File: src/rtl/tf_filter_pkg.sv
// rtl/tf_filter_pkg.sv - shared types and fixed-point helpers for the TDM IIR filter
package tf_filter_pkg;

  typedef enum logic [1:0] {ST_IDLE, ST_CALC_Y, ST_CALC_S, ST_DONE} state_t;

  localparam int RS_W = 128;

  function automatic int acc_w(input int width, input int cw);
    return width + cw + 2;
  endfunction

  // Optional round-half-up right shift by frac, then clamp to a signed field of 'width' bits.
  function automatic logic signed [RS_W-1:0] round_sat(input logic signed [RS_W-1:0] v,
                                                        input int frac, input int width);
    logic signed [RS_W-1:0] r;
    logic signed [RS_W-1:0] lim;
    r = v;
    if (frac > 0) r = (v + (RS_W'(1) <<< (frac - 1))) >>> frac;
    lim = RS_W'(1) <<< (width - 1);
    if (r > lim - RS_W'(1)) r = lim - RS_W'(1);
    else if (r < -lim) r = -lim;
    return r;
  endfunction

endpackage

File: src/rtl/tf_filter_tdm_mac.sv
// rtl/tf_filter_tdm_mac.sv - combinational b*x - a*y + s with accumulator saturation
module tf_mac
  import tf_filter_pkg::*;
#(
  parameter int WIDTH = 16,
  parameter int CW    = 18,
  parameter int ACC_W = 36
) (
  input  logic signed [CW-1:0]    b,
  input  logic signed [WIDTH-1:0] x,
  input  logic signed [CW-1:0]    a,
  input  logic signed [WIDTH-1:0] y,
  input  logic signed [ACC_W-1:0] s,
  output logic signed [ACC_W-1:0] acc
);

  localparam int PW = WIDTH + CW;
  localparam int SW = ACC_W + 2;

  logic signed [PW-1:0] bx;
  logic signed [PW-1:0] ay;
  logic signed [SW-1:0] sum;

  always_comb begin
    bx  = PW'(b) * PW'(x);
    ay  = PW'(a) * PW'(y);
    sum = SW'(bx) - SW'(ay) + SW'(s);
    acc = ACC_W'(round_sat(RS_W'(sum), 0, ACC_W));
  end

endmodule

File: src/rtl/tf_filter_tdm.sv
// rtl/tf_filter_tdm.sv - multichannel DF2T IIR filter sharing one MAC across channels
module tf_filter_tdm
  import tf_filter_pkg::*;
#(
  parameter int WIDTH = 16,
  parameter int CW    = 18,
  parameter int CF    = 16,
  parameter int ORDER = 2,
  parameter int N_CH  = 2
) (
  input  logic                       clk,
  input  logic                       rst,
  input  logic                       in_valid,
  output logic                       in_ready,
  input  logic [N_CH*WIDTH-1:0]      in_data,
  output logic                       out_valid,
  input  logic                       out_ready,
  output logic [N_CH*WIDTH-1:0]      out_data,
  input  logic                       coef_we,
  input  logic [$clog2(2*ORDER+1)-1:0] coef_addr,
  input  logic signed [CW-1:0]       coef_data,
  input  logic                       clear_state
);

  localparam int ACC_W = acc_w(WIDTH, CW);
  localparam int NC    = 2 * ORDER + 1;
  localparam int AW    = $clog2(NC);
  localparam int CHW   = (N_CH > 1) ? $clog2(N_CH) : 1;
  localparam int KW    = $clog2(ORDER + 1);

  state_t                   state_q, state_d;
  logic [CHW-1:0]           ch_q, ch_d;
  logic [KW-1:0]            k_q, k_d;
  logic [N_CH*WIDTH-1:0]    x_q, x_d;
  logic signed [WIDTH-1:0]  yv_q, yv_d;
  logic [N_CH*WIDTH-1:0]    out_data_q, out_data_d;
  logic                     out_valid_q, out_valid_d;
  logic signed [CW-1:0]     coef_sh_q [NC];
  logic signed [CW-1:0]     coef_sh_d [NC];
  logic signed [CW-1:0]     coef_act_q [NC];
  logic signed [CW-1:0]     coef_act_d [NC];
  logic signed [ACC_W-1:0]  s_q [N_CH][ORDER];
  logic signed [ACC_W-1:0]  s_d [N_CH][ORDER];

  logic signed [WIDTH-1:0]  x_cur, mac_y, y_new;
  logic signed [CW-1:0]     mac_b, mac_a;
  logic signed [ACC_W-1:0]  mac_s, mac_acc;

  tf_mac #(.WIDTH(WIDTH), .CW(CW), .ACC_W(ACC_W)) u_mac (
    .b(mac_b), .x(x_cur), .a(mac_a), .y(mac_y), .s(mac_s), .acc(mac_acc)
  );

  assign in_ready  = (state_q == ST_IDLE) && !rst;
  assign out_valid = out_valid_q;
  assign out_data  = out_data_q;

  always_comb begin
    state_d     = state_q;
    ch_d        = ch_q;
    k_d         = k_q;
    x_d         = x_q;
    yv_d        = yv_q;
    out_data_d  = out_data_q;
    out_valid_d = out_valid_q;
    coef_sh_d   = coef_sh_q;
    coef_act_d  = coef_act_q;
    s_d         = s_q;
    x_cur       = '0;
    mac_b       = '0;
    mac_a       = '0;
    mac_y       = '0;
    mac_s       = '0;

    for (int c = 0; c < N_CH; c++)
      if (ch_q == CHW'(c)) x_cur = x_q[c*WIDTH +: WIDTH];

    // The MAC computes y in CALC_Y (a=0) and s_k in CALC_S; s_(ORDER+1) is implicitly zero.
    if (state_q == ST_CALC_Y) begin
      mac_b = coef_act_q[0];
      for (int c = 0; c < N_CH; c++)
        if (ch_q == CHW'(c)) mac_s = s_q[c][0];
    end else begin
      mac_y = yv_q;
      for (int k = 1; k <= ORDER; k++)
        if (k_q == KW'(k)) begin
          mac_b = coef_act_q[k];
          mac_a = coef_act_q[ORDER+k];
        end
      for (int k = 1; k < ORDER; k++)
        for (int c = 0; c < N_CH; c++)
          if (k_q == KW'(k) && ch_q == CHW'(c)) mac_s = s_q[c][k];
    end

    y_new = WIDTH'(round_sat(RS_W'(mac_acc), CF, WIDTH));

    case (state_q)
      ST_IDLE: begin
        if (clear_state)
          for (int c = 0; c < N_CH; c++)
            for (int k = 0; k < ORDER; k++) s_d[c][k] = '0;
        if (in_valid) begin
          x_d        = in_data;
          coef_act_d = coef_sh_q;
          ch_d       = '0;
          k_d        = KW'(1);
          state_d    = ST_CALC_Y;
        end
      end
      ST_CALC_Y: begin
        yv_d = y_new;
        for (int c = 0; c < N_CH; c++)
          if (ch_q == CHW'(c)) out_data_d[c*WIDTH +: WIDTH] = y_new;
        k_d     = KW'(1);
        state_d = ST_CALC_S;
      end
      ST_CALC_S: begin
        for (int k = 1; k <= ORDER; k++)
          for (int c = 0; c < N_CH; c++)
            if (k_q == KW'(k) && ch_q == CHW'(c)) s_d[c][k-1] = mac_acc;
        if (k_q == KW'(ORDER)) begin
          if (ch_q == CHW'(N_CH - 1)) begin
            out_valid_d = 1'b1;
            state_d     = ST_DONE;
          end else begin
            ch_d    = ch_q + CHW'(1);
            state_d = ST_CALC_Y;
          end
        end else begin
          k_d = k_q + KW'(1);
        end
      end
      ST_DONE: begin
        if (out_ready) begin
          out_valid_d = 1'b0;
          state_d     = ST_IDLE;
        end
      end
      default: state_d = ST_IDLE;
    endcase

    // Shadow writes land after the accept copy above, so a same-cycle write waits a frame.
    if (coef_we)
      for (int i = 0; i < NC; i++)
        if (coef_addr == AW'(i)) coef_sh_d[i] = coef_data;
  end

  always_ff @(posedge clk) begin
    if (rst) begin
      state_q     <= ST_IDLE;
      ch_q        <= '0;
      k_q         <= '0;
      x_q         <= '0;
      yv_q        <= '0;
      out_data_q  <= '0;
      out_valid_q <= 1'b0;
      for (int i = 0; i < NC; i++) begin
        coef_sh_q[i]  <= '0;
        coef_act_q[i] <= '0;
      end
      for (int c = 0; c < N_CH; c++)
        for (int k = 0; k < ORDER; k++) s_q[c][k] <= '0;
    end else begin
      state_q     <= state_d;
      ch_q        <= ch_d;
      k_q         <= k_d;
      x_q         <= x_d;
      yv_q        <= yv_d;
      out_data_q  <= out_data_d;
      out_valid_q <= out_valid_d;
      coef_sh_q   <= coef_sh_d;
      coef_act_q  <= coef_act_d;
      s_q         <= s_d;
    end
  end

endmodule

File: config.mk
export PLATFORM = sky130hd
export DESIGN_NAME = tf_filter_tdm
export DESIGN_NICKNAME = d
export VERILOG_FILES = /design/src/rtl/tf_filter_pkg.sv /design/src/rtl/tf_filter_tdm_mac.sv /design/src/rtl/tf_filter_tdm.sv
export SDC_FILE = /design/constraint.sdc
export NUM_CORES = 2
export LEC_CHECK = 0
export BUFFER_PORTS_ARGS = -buffer_cell sky130_fd_sc_hd__clkbuf_2
export CAP_MARGIN = 25
export CORE_ASPECT_RATIO = 1.1
export CORE_MARGIN = 8
export CORE_UTILIZATION = 25
export DETAILED_ROUTE_END_ITERATION = 6
export PLACE_DENSITY = 0.44
export RECOVER_POWER = 25
export SLEW_MARGIN = 30
export SYNTH_ARGS = -nofsm -noshare
export SYNTH_HDL_FRONTEND = slang
export SYNTH_SLANG_ARGS = --single-unit
export TNS_END_PERCENT = 30
File: constraint.sdc
create_clock -name clk -period 16.4 [get_ports clk]
set_input_delay 1.64 -clock clk [delete_from_list [all_inputs] [get_ports clk]]
set_output_delay 1.64 -clock clk [all_outputs]
set_load 0.01 [all_outputs]
==> summary.txt <==
Outcome
  – Status: complete, but fails checks
  – Failing checks: max-capacitance violations, max-slew violations

Synthesis
  – Mean Syn Cell Area: 8.49 um^2
  – Adder-Cell Fraction of Synth Area: 0.395
  – Synth async-reset ratio: 0
  – Post-Synthesis Cells: 4,936
  – Simple-gate share of the synthesized area: 0.164
  – Top cell type's share of synthesized area: 0.342
  – Post-synth EDFFs: 0
  – Area contributors post-synth: fa_1 (34%), dfxtp_1 (20%), nand2_1 (8.8%)
  – Syn. warnings: 0
  – Sequential share of the synthesized area: 0.196
  – Syn_nets: 5,886
  – Synth Flop Type: dfxtp_1
  – Mux cell area share after synthesis: 0.0255
  – Synth Area in Compound Gates: 0.106
  – Main combinational cell family by area after synthesis: adder cells
  – Post-Synth XOR/XNOR Area: 0.0117
  – Yosys cell types: 91
  – Yosys reg bits: 410
  – Top cell type by total area after synthesis: fa_1
  – Mapped Area: 41,900 um^2

Critical path
  – Worst Path Required: 16.84 ns
  – Critical path's slowest cell: dfxtp_1
  – Critical path arrival: 13.25 ns
  – Critical Path End Type: flip-flop
  – Critical path depth: 35
  – R2r setup slk: 3.59 ns
  – Worst path max stage delay: 0.77 ns
  – Crit start category: flip-flop
  – Crit path top cell by count: fa_1
  – WS Path Type: flip-flop to flip-flop
  – Reg2reg start: state_q[1]$_SDFFE_PP0P_
  – Critical path peak fanout: 74
  – Cell family with most CP delay: adder cells
  – Cells on worst reg2reg path: 35
  – Buf/Inv on CP: 6
  – RR Endpoint: out_data[17]$_SDFFE_PP0P_

GRT
  – Total grt overflow: 0
  – Global-route usage over all layers: 0.163
  – Vias in the first global route: 34,700
  – Global-route wire length before repair: 224,000 um
  – Initial antenna violation count: 6
  – Largest net degree at the start of global routing: 218

STA
  – Fin Setup TNS: 0 ns
  – Final Cycle Share: 0.781
  – RSZ-0062 raised after global routing: false
  – Fin. Hold Viols: 0
  – Pins over their slew limit: 288
  – Max Fclk: 78.1 MHz
  – Setup violators final: 0
  – Post-layout minimum cycle time: 12.81 ns
  – Max_slew headroom: -2.50
  – Hold Slack: 0.446 ns
  – Worst-margin pin slew: 5.25 ns
  – Clock Skew: 0.0299 ns

Placement
  – Dpl hpwl: 115,000 um
  – Gpl congestion: 0.859
  – Placed Area: 44,700 um^2
  – Port bufs: 92

CTS
  – TritonCTS clock tree: built
  – Clk root buf: clkbuf_16
  – CTS Buf Count: 46
  – Cts repair resizes: 0
  – CTS Sinks: 410
  – CTS clock-pin slew for the worst setup and hold paths: 0.06 ns
  – Setup bufs post-CTS: 0
  – H-tree levels: 2
  – Skew-Pair Late Insertion Delay: 0.61 ns
  – Clock buffer depth: 3
  – CTS Hold Buffers Added: 0

Floorplan
  – Die span in x: 406 um
  – IO Count: 93
  – Core box area: 166,000 um^2
  – # rows: 157
  – Die height: 445 um
  – Starting density of the core: 0.252
  – Die footprint: 181,000 um^2

Layout
  – Sequential Area: 8220 um^2
  – Filler instances: 18,100
  – Layout area overhead: 10.7%
  – Area of the multi-input gates: 29,600 um^2
  – Share of layout cells above drive strength 1: 0.0640
  – Fin nets: 5,821
  – Fin area: 46,400 um^2

Routing
  – Met3 Routed Length: 4530 um
  – DR pass1 iterations: 5
  – DRT iter0 DRCs: 2,248
  – Metal-1 WL: 62,100 um
  – Final WL: 147,000 um
  – Per-cell routed wire length: 20.6 um
  – Met2 wire length: 75,100 um
  – Via/cell ratio: 4.58
  – Vias: 32,700
  – Post-DRT Antenna Nets: 0
  – DRC: 0
  – Top Metal Used: met5

Min path
  – Worst hold endpoint: coef_act_q[38]$_SDFFE_PP0P_
  – Tightest Hold Check Type: flip-flop to flip-flop
  – WHS Path Cells: 2
  – Hold_sp: coef_sh_q[38]$_SDFFE_PP0P_

Run
  – Max-cap viol count: 3
[final cells by class]
type	instances	area share
tap	2226	0.0601
inverter	832	0.0673
timing repair buffer	165	0.0215
multi-input combinational	3416	0.639
clock buffer	64	0.0289
clock inverter	20	0.00580
antenna	6	0.000324
sequential	410	0.177
[worst register-to-register path: cells and delay by family (launching register included)]
family	cells	cell delay, ns
AO/OA/AOI/OAI	8	2.45
AND/OR/NAND/NOR	10	2.88
flip-flops	1	0.77
XOR/XNOR	1	0.21
adder cells (fa/ha/maj)	10	5.11
buffers and inverters	6	1.18
[through the flow]
stage / worst slack, ns / utilization / std cells
detailed placement: 3.80 / 0.269 / 7047
CTS: 3.72 / 0.279 / 7131
floorplan: 5.73 / - / 4936
global placement: 4.16 / 0.269 / 7047
global route: 2.74 / 0.279 / 7134
finish: 3.59 / 0.279 / 7139
[placed cells by master (no fill, tap or decap), types with 70 or more instances in the layout]
cell,instances
nand2_1,976
and2_1,124
ha_1,176
fa_1,715
inv_1,831
dfxtp_1,406
buf_4,70
nor2_1,330
a21oi_1,446
clkbuf_2,84
mux2i_1,81
[worst max-delay path by stage]
stage	to	slack [ns]	startpoint
2_1_floorplan	yv_q[14]$_SDFFE_PP0P_	5.73	ch_q$_SDFFE_PP0P_
3_3_place_gp	out_data[17]$_SDFFE_PP0P_	4.16	state_q[1]$_SDFFE_PP0P_
3_5_place_dp	out_data[7]$_SDFFE_PP0P_	3.80	state_q[1]$_SDFFE_PP0P_
4_1_cts	out_data[17]$_SDFFE_PP0P_	3.72	state_q[1]$_SDFFE_PP0P_
5_1_grt	out_data[17]$_SDFFE_PP0P_	2.74	state_q[1]$_SDFFE_PP0P_
6_report	out_data[17]$_SDFFE_PP0P_	3.59	state_q[1]$_SDFFE_PP0P_
[cell families after synthesis]
kind of cell / Yosys count
mux: 104
xor+xnor: 52
simple gates: 1619
flops: 410
compound gates: 745
fa+ha+maj: 896
buf+inv: 1110
[state kept, by name (all words and copies together), names as in the netlist]
register / cells
state_q: 2
s_q: 144
x_q: 32
k_q: 2
coef_act_q: 90
out_data: 32
out_valid: 1
yv_q: 16
coef_sh_q: 90
ch_q: 1
[Yosys cell counts, types with 15 or more instances]
| cell type | count |
|---|---|
| a211oi_1 | 49 |
| a21o_1 | 45 |
| a21oi_1 | 455 |
| and2_1 | 125 |
| and3_1 | 57 |
| buf_2 | 24 |
| clkbuf_1 | 234 |
| dfxtp_1 | 410 |
| fa_1 | 715 |
| ha_1 | 176 |
| inv_1 | 831 |
| mux2i_1 | 90 |
| nand2_1 | 977 |
| nand3_1 | 23 |
| nand4_1 | 15 |
| nor2_1 | 337 |
| nor3_1 | 20 |
| o211ai_1 | 19 |
| o21ai_0 | 40 |
| o22ai_1 | 37 |
| o311ai_1 | 19 |
| xnor2_1 | 34 |
| xor2_1 | 15 |
[metal layers]
layer	global-route usage	vias to the layer above
met3	0.0119	165
li1	-	15100
met1	0.206	16700
met4	0.0501	2
met2	0.294	657
met5	0	-
Power is left out: the tool's default activity adds up to more than one toggle a clock period on the data nets, which glitch-free logic cannot reach.
